<file path="src/rtl/fp32_dot_engine.sv">
// Streaming single-precision dot product over (a,b) word pairs, together with the
// combinational fp32_multiplier / fp32_adder it is built from (RNE, denormals flushed to zero).

// Round-to-nearest-even multiply; denormal inputs and underflowing results become signed zero.
module fp32_multiplier (
  input  logic [31:0] a,
  input  logic [31:0] b,
  output logic [31:0] y
);
  logic        sign_s, a_zero_s, b_zero_s, a_inf_s, b_inf_s, a_nan_s, b_nan_s, inc_s;
  logic [47:0] prod_s;
  logic [22:0] mant_s;
  logic [23:0] rnd_s;
  logic [9:0]  exp_s;

  // Mantissa product, one-bit normalisation, rounding and special-value selection.
  always_comb begin
    sign_s   = a[31] ^ b[31];
    a_zero_s = (a[30:23] == 8'd0);
    b_zero_s = (b[30:23] == 8'd0);
    a_inf_s  = (a[30:23] == 8'hFF) && (a[22:0] == 23'd0);
    b_inf_s  = (b[30:23] == 8'hFF) && (b[22:0] == 23'd0);
    a_nan_s  = (a[30:23] == 8'hFF) && (a[22:0] != 23'd0);
    b_nan_s  = (b[30:23] == 8'hFF) && (b[22:0] != 23'd0);
    prod_s   = {24'd0, 1'b1, a[22:0]} * {24'd0, 1'b1, b[22:0]};
    exp_s    = {2'b00, a[30:23]} + {2'b00, b[30:23]} - 10'd127;
    if (prod_s[47]) begin
      mant_s = prod_s[46:24];
      inc_s  = prod_s[23] & ((|prod_s[22:0]) | prod_s[24]);
      exp_s  = exp_s + 10'd1;
    end else begin
      mant_s = prod_s[45:23];
      inc_s  = prod_s[22] & ((|prod_s[21:0]) | prod_s[23]);
    end
    rnd_s = {1'b0, mant_s} + {23'd0, inc_s};
    exp_s = rnd_s[23] ? (exp_s + 10'd1) : exp_s;
    if (a_nan_s || b_nan_s || (a_inf_s && b_zero_s) || (b_inf_s && a_zero_s)) begin
      y = 32'h7FC0_0000;
    end else if (a_inf_s || b_inf_s) begin
      y = {sign_s, 8'hFF, 23'd0};
    end else if (a_zero_s || b_zero_s || ($signed(exp_s) <= 10'sd0)) begin
      y = {sign_s, 31'd0};
    end else if ($signed(exp_s) >= 10'sd255) begin
      y = {sign_s, 8'hFF, 23'd0};
    end else begin
      y = {sign_s, exp_s[7:0], rnd_s[22:0]};
    end
  end
endmodule

// Round-to-nearest-even add; operands are ordered by magnitude so x always dominates.
module fp32_adder (
  input  logic [31:0] a,
  input  logic [31:0] b,
  output logic [31:0] y
);
  logic [31:0] x_s, z_s;
  logic [23:0] xm_s, zm_s, rnd_s;
  logic [7:0]  d_s;
  logic [49:0] zsh_s;
  logic [26:0] xe_s, ze_s, n_s;
  logic [27:0] sum_s;
  logic [4:0]  lz_s;
  logic [9:0]  exp_s;
  logic        sub_s, inc_s, x_inf_s, z_inf_s, x_nan_s;

  // Align the smaller operand with a sticky bit, add/subtract, renormalise and round.
  always_comb begin
    x_s     = (a[30:0] >= b[30:0]) ? a : b;
    z_s     = (a[30:0] >= b[30:0]) ? b : a;
    sub_s   = x_s[31] ^ z_s[31];
    x_nan_s = (x_s[30:23] == 8'hFF) && (x_s[22:0] != 23'd0);
    x_inf_s = (x_s[30:23] == 8'hFF) && (x_s[22:0] == 23'd0);
    z_inf_s = (z_s[30:23] == 8'hFF) && (z_s[22:0] == 23'd0);
    xm_s    = (x_s[30:23] == 8'd0) ? 24'd0 : {1'b1, x_s[22:0]};
    zm_s    = (z_s[30:23] == 8'd0) ? 24'd0 : {1'b1, z_s[22:0]};
    d_s     = x_s[30:23] - z_s[30:23];
    xe_s    = {xm_s, 3'b000};
    zsh_s   = (d_s > 8'd49) ? 50'd0 : ({zm_s, 26'd0} >> d_s);
    ze_s    = {zsh_s[49:24], (|zsh_s[23:0]) | ((d_s > 8'd49) && (zm_s != 24'd0))};
    sum_s   = sub_s ? ({1'b0, xe_s} - {1'b0, ze_s}) : ({1'b0, xe_s} + {1'b0, ze_s});
    lz_s    = 5'd0;
    for (int i = 0; i < 27; i++) lz_s = sum_s[i] ? 5'(26 - i) : lz_s;
    if (sum_s[27]) begin
      n_s   = {sum_s[27:2], sum_s[1] | sum_s[0]};
      exp_s = {2'b00, x_s[30:23]} + 10'd1;
    end else begin
      n_s   = sum_s[26:0] << lz_s;
      exp_s = {2'b00, x_s[30:23]} - {5'd0, lz_s};
    end
    inc_s = n_s[2] & (n_s[1] | n_s[0] | n_s[3]);
    rnd_s = {1'b0, n_s[25:3]} + {23'd0, inc_s};
    exp_s = rnd_s[23] ? (exp_s + 10'd1) : exp_s;
    if (x_nan_s || (x_inf_s && z_inf_s && sub_s)) begin
      y = 32'h7FC0_0000;
    end else if (x_inf_s) begin
      y = {x_s[31], 8'hFF, 23'd0};
    end else if (x_s[30:23] == 8'd0) begin
      y = {x_s[31] & z_s[31], 31'd0};
    end else if (!n_s[26]) begin
      y = 32'd0;
    end else if ($signed(exp_s) >= 10'sd255) begin
      y = {x_s[31], 8'hFF, 23'd0};
    end else if ($signed(exp_s) <= 10'sd0) begin
      y = {x_s[31], 31'd0};
    end else begin
      y = {x_s[31], exp_s[7:0], rnd_s[22:0]};
    end
  end
endmodule

module fp32_dot_engine #(
  parameter int MAX_LEN = 16,
  parameter int LEN_W   = $clog2(MAX_LEN + 1)
) (
  input  logic             CLK_I,
  input  logic             RST_I,
  input  logic [31:0]      DATA_I,
  input  logic             IN_VALID_I,
  output logic             IN_READY_O,
  input  logic [LEN_W-1:0] LEN_I,
  input  logic             ACC_MODE_I,
  output logic [31:0]      RESULT_O,
  output logic             OUT_VALID_O,
  input  logic             OUT_READY_I,
  output logic [LEN_W-1:0] PAIR_CNT_O,
  output logic             LEN_ERR_O
);
  typedef enum logic [2:0] {IDLE, LD_ACC, LD_A, LD_B, DONE} state_t;

  localparam logic [LEN_W-1:0] MAX_LEN_C = LEN_W'(MAX_LEN);

  state_t           state_r;
  logic [31:0]      acc_r, a_r, result_r, prod_s, sum_s;
  logic [LEN_W-1:0] len_r, pair_cnt_r, len_clamp_s, pair_nxt_s;
  logic             in_ready_r, out_valid_r, len_err_r, xfer_s, len_ovf_s;

  fp32_multiplier u_mul (.a(a_r),   .b(DATA_I), .y(prod_s));
  fp32_adder      u_add (.a(acc_r), .b(prod_s), .y(sum_s));

  // Handshake qualifier and frame-start length clamp.
  always_comb begin
    xfer_s      = IN_VALID_I & in_ready_r;
    len_ovf_s   = (LEN_I > MAX_LEN_C);
    len_clamp_s = len_ovf_s ? MAX_LEN_C : LEN_I;
    pair_nxt_s  = pair_cnt_r + LEN_W'(1);
  end

  // Frame sequencer; ready/valid are registered so they line up with the state they describe.
  always_ff @(posedge CLK_I) begin
    if (RST_I) begin
      state_r     <= IDLE;
      acc_r       <= 32'd0;
      a_r         <= 32'd0;
      result_r    <= 32'd0;
      len_r       <= '0;
      pair_cnt_r  <= '0;
      in_ready_r  <= 1'b0;
      out_valid_r <= 1'b0;
      len_err_r   <= 1'b0;
    end else begin
      case (state_r)
        IDLE: begin
          in_ready_r <= 1'b1;
          if (xfer_s) begin
            len_r      <= len_clamp_s;
            len_err_r  <= len_err_r | len_ovf_s;
            pair_cnt_r <= '0;
            if (ACC_MODE_I) begin
              acc_r <= DATA_I;
              if (len_clamp_s == '0) begin
                state_r     <= DONE;
                result_r    <= DATA_I;
                out_valid_r <= 1'b1;
                in_ready_r  <= 1'b0;
              end else begin
                state_r <= LD_A;
              end
            end else begin
              acc_r <= 32'd0;
              if (len_clamp_s == '0) begin
                state_r     <= DONE;
                result_r    <= 32'd0;
                out_valid_r <= 1'b1;
                in_ready_r  <= 1'b0;
              end else begin
                a_r     <= DATA_I;
                state_r <= LD_B;
              end
            end
          end
        end
        // Not entered: the initial accumulator word is absorbed by the frame-start transfer.
        LD_ACC: begin
          in_ready_r <= 1'b1;
          if (xfer_s) begin
            acc_r   <= DATA_I;
            state_r <= LD_A;
          end
        end
        LD_A: begin
          in_ready_r <= 1'b1;
          if (xfer_s) begin
            a_r     <= DATA_I;
            state_r <= LD_B;
          end
        end
        LD_B: begin
          in_ready_r <= 1'b1;
          if (xfer_s) begin
            acc_r      <= sum_s;
            pair_cnt_r <= pair_nxt_s;
            if (pair_nxt_s == len_r) begin
              state_r     <= DONE;
              result_r    <= sum_s;
              out_valid_r <= 1'b1;
              in_ready_r  <= 1'b0;
            end else begin
              state_r <= LD_A;
            end
          end
        end
        DONE: begin
          if (OUT_READY_I) begin
            state_r     <= IDLE;
            out_valid_r <= 1'b0;
            in_ready_r  <= 1'b1;
            pair_cnt_r  <= '0;
          end
        end
        default: begin
          state_r     <= IDLE;
          in_ready_r  <= 1'b1;
          out_valid_r <= 1'b0;
        end
      endcase
    end
  end

  assign IN_READY_O  = in_ready_r;
  assign OUT_VALID_O = out_valid_r;
  assign RESULT_O    = result_r;
  assign PAIR_CNT_O  = pair_cnt_r;
  assign LEN_ERR_O   = len_err_r;
endmodule

</file>
<file path="config.mk">
export PLATFORM = sky130hd
export DESIGN_NAME = fp32_dot_engine
export DESIGN_NICKNAME = d
export VERILOG_FILES = /design/src/rtl/fp32_dot_engine.sv
export SDC_FILE = /design/constraint.sdc
export NUM_CORES = 2
export LEC_CHECK = 0
export CORE_AREA = 2 2 309 311
export DETAILED_ROUTE_END_ITERATION = 8
export DIE_AREA = 0 0 311 313
export HOLD_SLACK_MARGIN = 0.03
export SETUP_SLACK_MARGIN = 0.4
export SLEW_MARGIN = 40
export SYNTH_ARGS = -nofsm -noshare
export SYNTH_HDL_FRONTEND = slang
export SYNTH_SLANG_ARGS = --single-unit
</file>
<file path="constraint.sdc">
create_clock -name CLK_I -period 71.2 [get_ports CLK_I]
set_input_delay 7.12 -clock CLK_I [delete_from_list [all_inputs] [get_ports CLK_I]]
set_output_delay 7.12 -clock CLK_I [all_outputs]
set_load 0.01 [all_outputs]
</file>
**Word level (Yosys, flattened, before mapping)**

Index checks and enable logic that the tools add are counted.

- Bitwise operators: 15
- Add/subtract/negate cells: 13
- Divide/modulo/power cells: 0
- Muxes and demuxes: 93
- Reduce and logical (&&, ||, !) cells: 48
- Eq/ne operators: 18
- Shift-type cells: 2
- $lt $le $gt $ge: 7
- $mul: 1

Operator list:

| kind | number |
|---|---|
| $mux 32 | 20 |
| $mux 31 | 5 |
| $mux 5 | 31 |
| $pmux 32 s2 | 2 |
| $pmux 32 s3 | 1 |
| $logic_not 23->1 | 4 |
| $reduce_bool 23->1 | 3 |
| $mux 50 | 1 |
| $shr 50x8->50 | 1 |
| $add 23x1->24 | 2 |
| $mul 24x24->48 | 1 |
| $mux 24 | 2 |
| $mux 10 | 4 |
| $eq 8x8->1 const B | 4 |
| $logic_not 8->1 | 4 |
| $ge 31x31->1 | 1 |
| $add 10x1->10 const B | 3 |
| $add 27x27->28 | 1 |
| $mux 28 | 1 |
| $sub 27x27->28 | 1 |
| $mux 27 | 1 |
| $mux 3 | 9 |
| $shl 27x5->27 | 1 |
| $reduce_bool 24->1 | 1 |
| 39 further kinds | 93 |

- Logic and storage cells: 206
- ROM bits: 0
- RAM bits: 0
- Memories: 0
- Register bits: 112
- Latch bits: 0
- Input bits: 42
- Output and inout port bits: 40

**Depth between registers and ports, before layout**

- Depth in word-level cells: 66
- Depth in mapped cells: 122
- Gate-level depth less buffers: 106

**Hierarchy**

A second synthesis with hierarchy kept.

- Cells, all modules: 5218
- Area total of the unflattened synthesis: 39883.3 µm²

By module, submodules not included:

| module | seq. area each (µm²) | area each (µm²) | times used | cells each |
|---|---|---|---|---|
| fp32_multiplier | 0.0 | 22456.5 | 1 | 2730 |
| fp32_adder | 0.0 | 12480.7 | 1 | 1971 |
| fp32_dot_engine | 2242.2 | 4946.0 | 1 | 517 |

**Least setup slack after synthesis**

Ideal clock, no wire load.

- Path type: input port to flip-flop
- Start point: in DATA_I[15]
- End point: reg result_r[10], in the netlist RESULT_O[10]
- Arrival: 30.520 ns
- Required time: 71.112 ns
- Cell stages on the path: 118
- Slack: 40.592 ns
- Setup time: 0.088 ns
- Buffers on the path: 22
- Cell sequence: clkbuf_1 clkbuf_1 nand2_1 fa_1 inv_1 fa_1 inv_1 fa_1 inv_1 fa_1 fa_1 fa_1 inv_1 fa_1 inv_1 ha_1 buf_2 nand4_1 [82 not listed] clkinv_1 buf_2 buf_2 ha_1 a21o_1 a21o_1 a21o_1 a211oi_1 a21oi_1 xnor2_1 nor2_1 and2_1 and4_1 or2_4 a311oi_4 buf_6 nand3_1 a311oi_2

- Longest elaborated chain between the ends: 66
- Elaborated cells between the ends (all ways): 109
- Classes of those cells: add/sub (9); mul (1); order compare (6); eq/ne (2); shift (2); mux (53); bitwise (10); reduce/logical (26)

RTL lines:

| item | RTL line | source |
|---|---|---|
| start, declared | 118 | `input logic [31:0] DATA_I,` |
| $mul 24x24->48 | 25 | `prod_s = {24'd0, 1'b1, a[22:0]} * {24'd0, 1'b1, b[22:0]};` |
| $reduce_or 23->1 / $reduce_or 22->1 (equally long branches) | 29, 33 |  |
| $or 1x1->1, on equally long branches | 29, 33 |  |
| $and 1x1->1, on equally long branches | 29, 33 |  |
| $mux 1 | 27 | `if (prod_s[47]) begin` |
| $add 23x1->24 | 35 | `rnd_s = {1'b0, mant_s} + {23'd0, inc_s};` |
| $mux 10 | 36 | `exp_s = rnd_s[23] ? (exp_s + 10'd1) : exp_s;` |
| $ge 10x9->1 / $le 10x1->1 (equally long branches) | 43, 41 |  |
| $mux 31 / $logic_or 1x1->1 (equally long branches) | 43, 41 |  |
| $mux 31 | 41 | `end else if (a_zero_s \|\| b_zero_s \|\| ($signed(exp_s) <= 10'sd0)) begin` |
| $mux 31 | 39 | `end else if (a_inf_s \|\| b_inf_s) begin` |
| $mux 32 * | 37 | `if (a_nan_s \|\| b_nan_s \|\| (a_inf_s && b_zero_s) \|\| (b_inf_s && a_zero_s)) begin` |
| branches (longest 50 deep; another with $ge 31x31->1) | -- |  |
| $mux 32 * | 94 | `if (x_nan_s \|\| (x_inf_s && z_inf_s && sub_s)) begin` |
| $mux 32 * | 213 | `if (pair_nxt_s == len_r) begin` |
| $mux 32 * | 210 | `if (xfer_s) begin` |
| $pmux 32 s2 * | 162 | `case (state_r)` |
| end signal, assigned | 215 | `result_r <= sum_s;` |
| end, declared | 134 | `logic [31:0] acc_r, a_r, result_r, prod_s, sum_s;` |

Every way passes the cells marked *. The select of a mux whose other input is x is not followed.
A chain may end at the register's enable or synchronous reset.

**Worst setup path in the final report**

- Start point: in DATA_I[2]
- End point: reg result_r[10], in the netlist RESULT_O[10]

The elaborated chain is that of the path after synthesis.

==> impl_results.md <==
* Gr ovfl total at 0
* Critical Path RT at 71.54 ns
* Starting Density at 41.6%
* Ant diodes at 0
* Pre-antenna DRT Iters at 6
* Crit Path Category: primary input to register
* Fraction of layout cells with a size suffix above 1 at 5.58%
* Die height at 313 um
* Maxcap violations at 0
* Critical Path End Type: register
* Post-Synthesis Cells at 5247
* Sequential area share after synthesis at 5.72%
* Status: finished, final reports clean
* Area grow syn2layout at 6.77%
* Hold WC Path Type: register to register
* Nets at 5981
* Relative slew slack at 37.6%
* Initial antenna violation count at 7
* Mapped cell area at 39200 um^2
* Post-route ant nets at 0
* Commonest non-fill, non-tap cells in the layout: inv_1 (691), nand2_1 (681), fa_1 (485), nor2_1 (387), and2_1 (311)
* Final slew viol count at 0
* Post-CTS sizing at 0
* Metal3 WL at 16100 um
* CTS tree: done
* Critical path launch point type: primary input
* Die area at 97300 um^2
* Core Region at 94200 um^2
* R2r setup slk at 43.10 ns
* CP Data Arrival Time at 34.88 ns
* H-Tree Depth at 3
* GP Congestion at 1.02
* Predominant post-synthesis flop cell: dfxtp_1
* Worst hold start: RESULT_O[27]
* FMAX at 29.0 MHz
* Cts bufs inserted at 9
* Total of warnings raised by yosys at 0
* Worst-skew pair later-pin latency at 0.42 ns
* Setup Skew at 0.0167 ns
* I/O pins at 82
* CP peak stage delay at 0.73 ns
* Vias in the first global route at 38611
* Main area contributors after synthesis: fa_1 (25%), ha_1 (8.9%), inv_1 (6.6%)
* Via count at 39384
* CP Depth at 103
* Met1 Wirelength at 69200 um
* Area share of the largest cell type after synthesis at 24.8%
* Critical R2R Capture: RESULT_O[10]
* Post-route worst setup slack at 36.66 ns
* First-pass GRT wire length at 243000 um
* Net Count, Synth at 6052
* Hold Vio Cnt, Final at 0
* Top sig layer: met5
* Slowest-stage cell, CP: a211oi_1
* Synthesized flop and latch total at 112
* Hold EP: RESULT_O[27]
* Reg clk slew, reported paths at 0.10 ns
* Place WS at 36.50 ns
* Setup TNS at 0 ns
* Buffers and inverters on the worst path at 15
* Vias per cell at 6.11
* Worst R2R Path Depth at 101
* Clock sinks at 112
* RSZ-0062 raised after global routing: no
* Largest area contributor in the netlist: fa_1
* CP delay by family, top: compound AO/OA/AOI/OAI gates
* Asr flop ratio synth at 0%
* Commonest non-fill, non-tap cell in the layout: inv_1
* Most frequent CP cell: o21ai_0
* Worst-path fanout max at 43
* Met2 routed WL at 68600 um
* Postcts setup bufs at 0
* Dpl hpwl at 127000 um
* Chip width at 311 um
* CTS root buf: clkbuf_16
* Final Critical Period at 34.54 ns
* Total GRT Usage at 32.3%
* Remaining DRCs at 0
* PortBufs at 81
* Final wirelength at 159000 um
* Hold path depth at 2
* Worst flop-to-flop path startpoint: a_r[17]
* Wirelength per Cell at 24.7 um
* Final setup fails at 0
* Detailed router's first-iteration violation count at 4311
* Syn_area_per_cell at 7.47 um^2
* Largest net degree at the start of global routing at 76
* # hold bufs at CTS at 0
* Row count at 113
* Post-synth EDFFs at 0
* Least-Margin Pin Slew at 0.929 ns
* Yosys cell types at 126
* CTS Buffer Depth at 2
* Period utilization at 48.5%
[synthesized netlist by cell type, types with 15 or more instances]
library cell / n
o21bai_1: 16
ha_1: 278
o21ai_0: 167
xor2_1: 58
mux2i_1: 65
and3_1: 29
a21boi_0: 17
and2_1: 311
nor2b_1: 15
a21o_1: 57
o31ai_1: 45
xnor2_1: 104
a211oi_1: 76
o211ai_1: 68
nand4_1: 70
o21a_1: 30
or2_2: 21
nand2b_1: 29
nor3_1: 113
nand3_1: 117
nor2_1: 391
nor4_1: 52
o22ai_1: 37
o21ai_1: 32
a31oi_1: 45
o31a_1: 15
fa_1: 485
inv_1: 691
dfxtp_1: 112
nand2_1: 681
a311oi_1: 21
a22oi_1: 16
a211o_1: 22
a21oi_1: 309
or3_1: 39
clkbuf_1: 231
mux2_2: 15
buf_2: 39
[metal layers]
layer	global-route usage [%]	vias to the layer above
met3	6.16	298
met5	0	-
met2	49.6	1959
met4	10.1	2
met1	45.8	19449
li1	-	17676
[logic make-up after synthesis]
| family | count (synthesis) | synth area share [%] |
|---|---|---|
| flops | 112 | 5.72 |
| fa+ha+maj | 764 | 33.7 |
| compound gates | 1165 | 20.3 |
| xor+xnor | 163 | 3.68 |
| simple gates | 1964 | 24.5 |
| buf+inv | 992 | 9.73 |
| mux | 87 | 2.45 |
[layout make-up]
| type | count | area, um^2 |
|---|---|---|
| fillers | 9683 | 52300 |
| multi-input cells | 4143 | 33300 |
| inverters | 700 | 2630 |
| flip-flops and latches | 112 | 2240 |
| repair buffers | 210 | 1780 |
| well taps | 1265 | 1580 |
| clock buffers | 9 | 225 |
| clock inverters | 7 | 98.8 |
[how the worst max path moves through the flow]
| stage | start | end | slack, ns |
|---|---|---|---|
| detailed placement | DATA_I[0] | RESULT_O[10] | 36.50 |
| CTS | DATA_I[0] | RESULT_O[10] | 36.85 |
| finish | DATA_I[2] | RESULT_O[10] | 36.66 |
| floorplan | DATA_I[15] | RESULT_O[10] | 40.59 |
| global placement | DATA_I[0] | RESULT_O[10] | 36.70 |
| global route | DATA_I[12] | RESULT_O[10] | 34.82 |
[state kept, by name, indices dropped and copies added (netlist names)]
signal       count
state_r          3
PAIR_CNT_O       5
RESULT_O        32
OUT_VALID_O      1
IN_READY_O       1
a_r             32
LEN_ERR_O        1
len_r            5
acc_r           32
[per-stage QoR]
step                std cells  utilization (%)  cell area, um^2  hold slack (ns)
floorplan                5247                -            39200            0.448
global placement         6426             44.0            41400            0.441
detailed placement       6429             44.1            41500            0.448
CTS                      6445             44.4            41800            0.461
global route             6446             44.4            41900            0.488
finish                   6446             44.4            41900            0.459
[worst min-delay path, stage by stage (launching register included)]
cell	delay, ns
dfxtp_1	0.32
nand2_1	0.05
a21oi_1	0.05
Power is not shown: default switching activity piles up to over one toggle a cycle in this logic, so the estimate is an artifact.
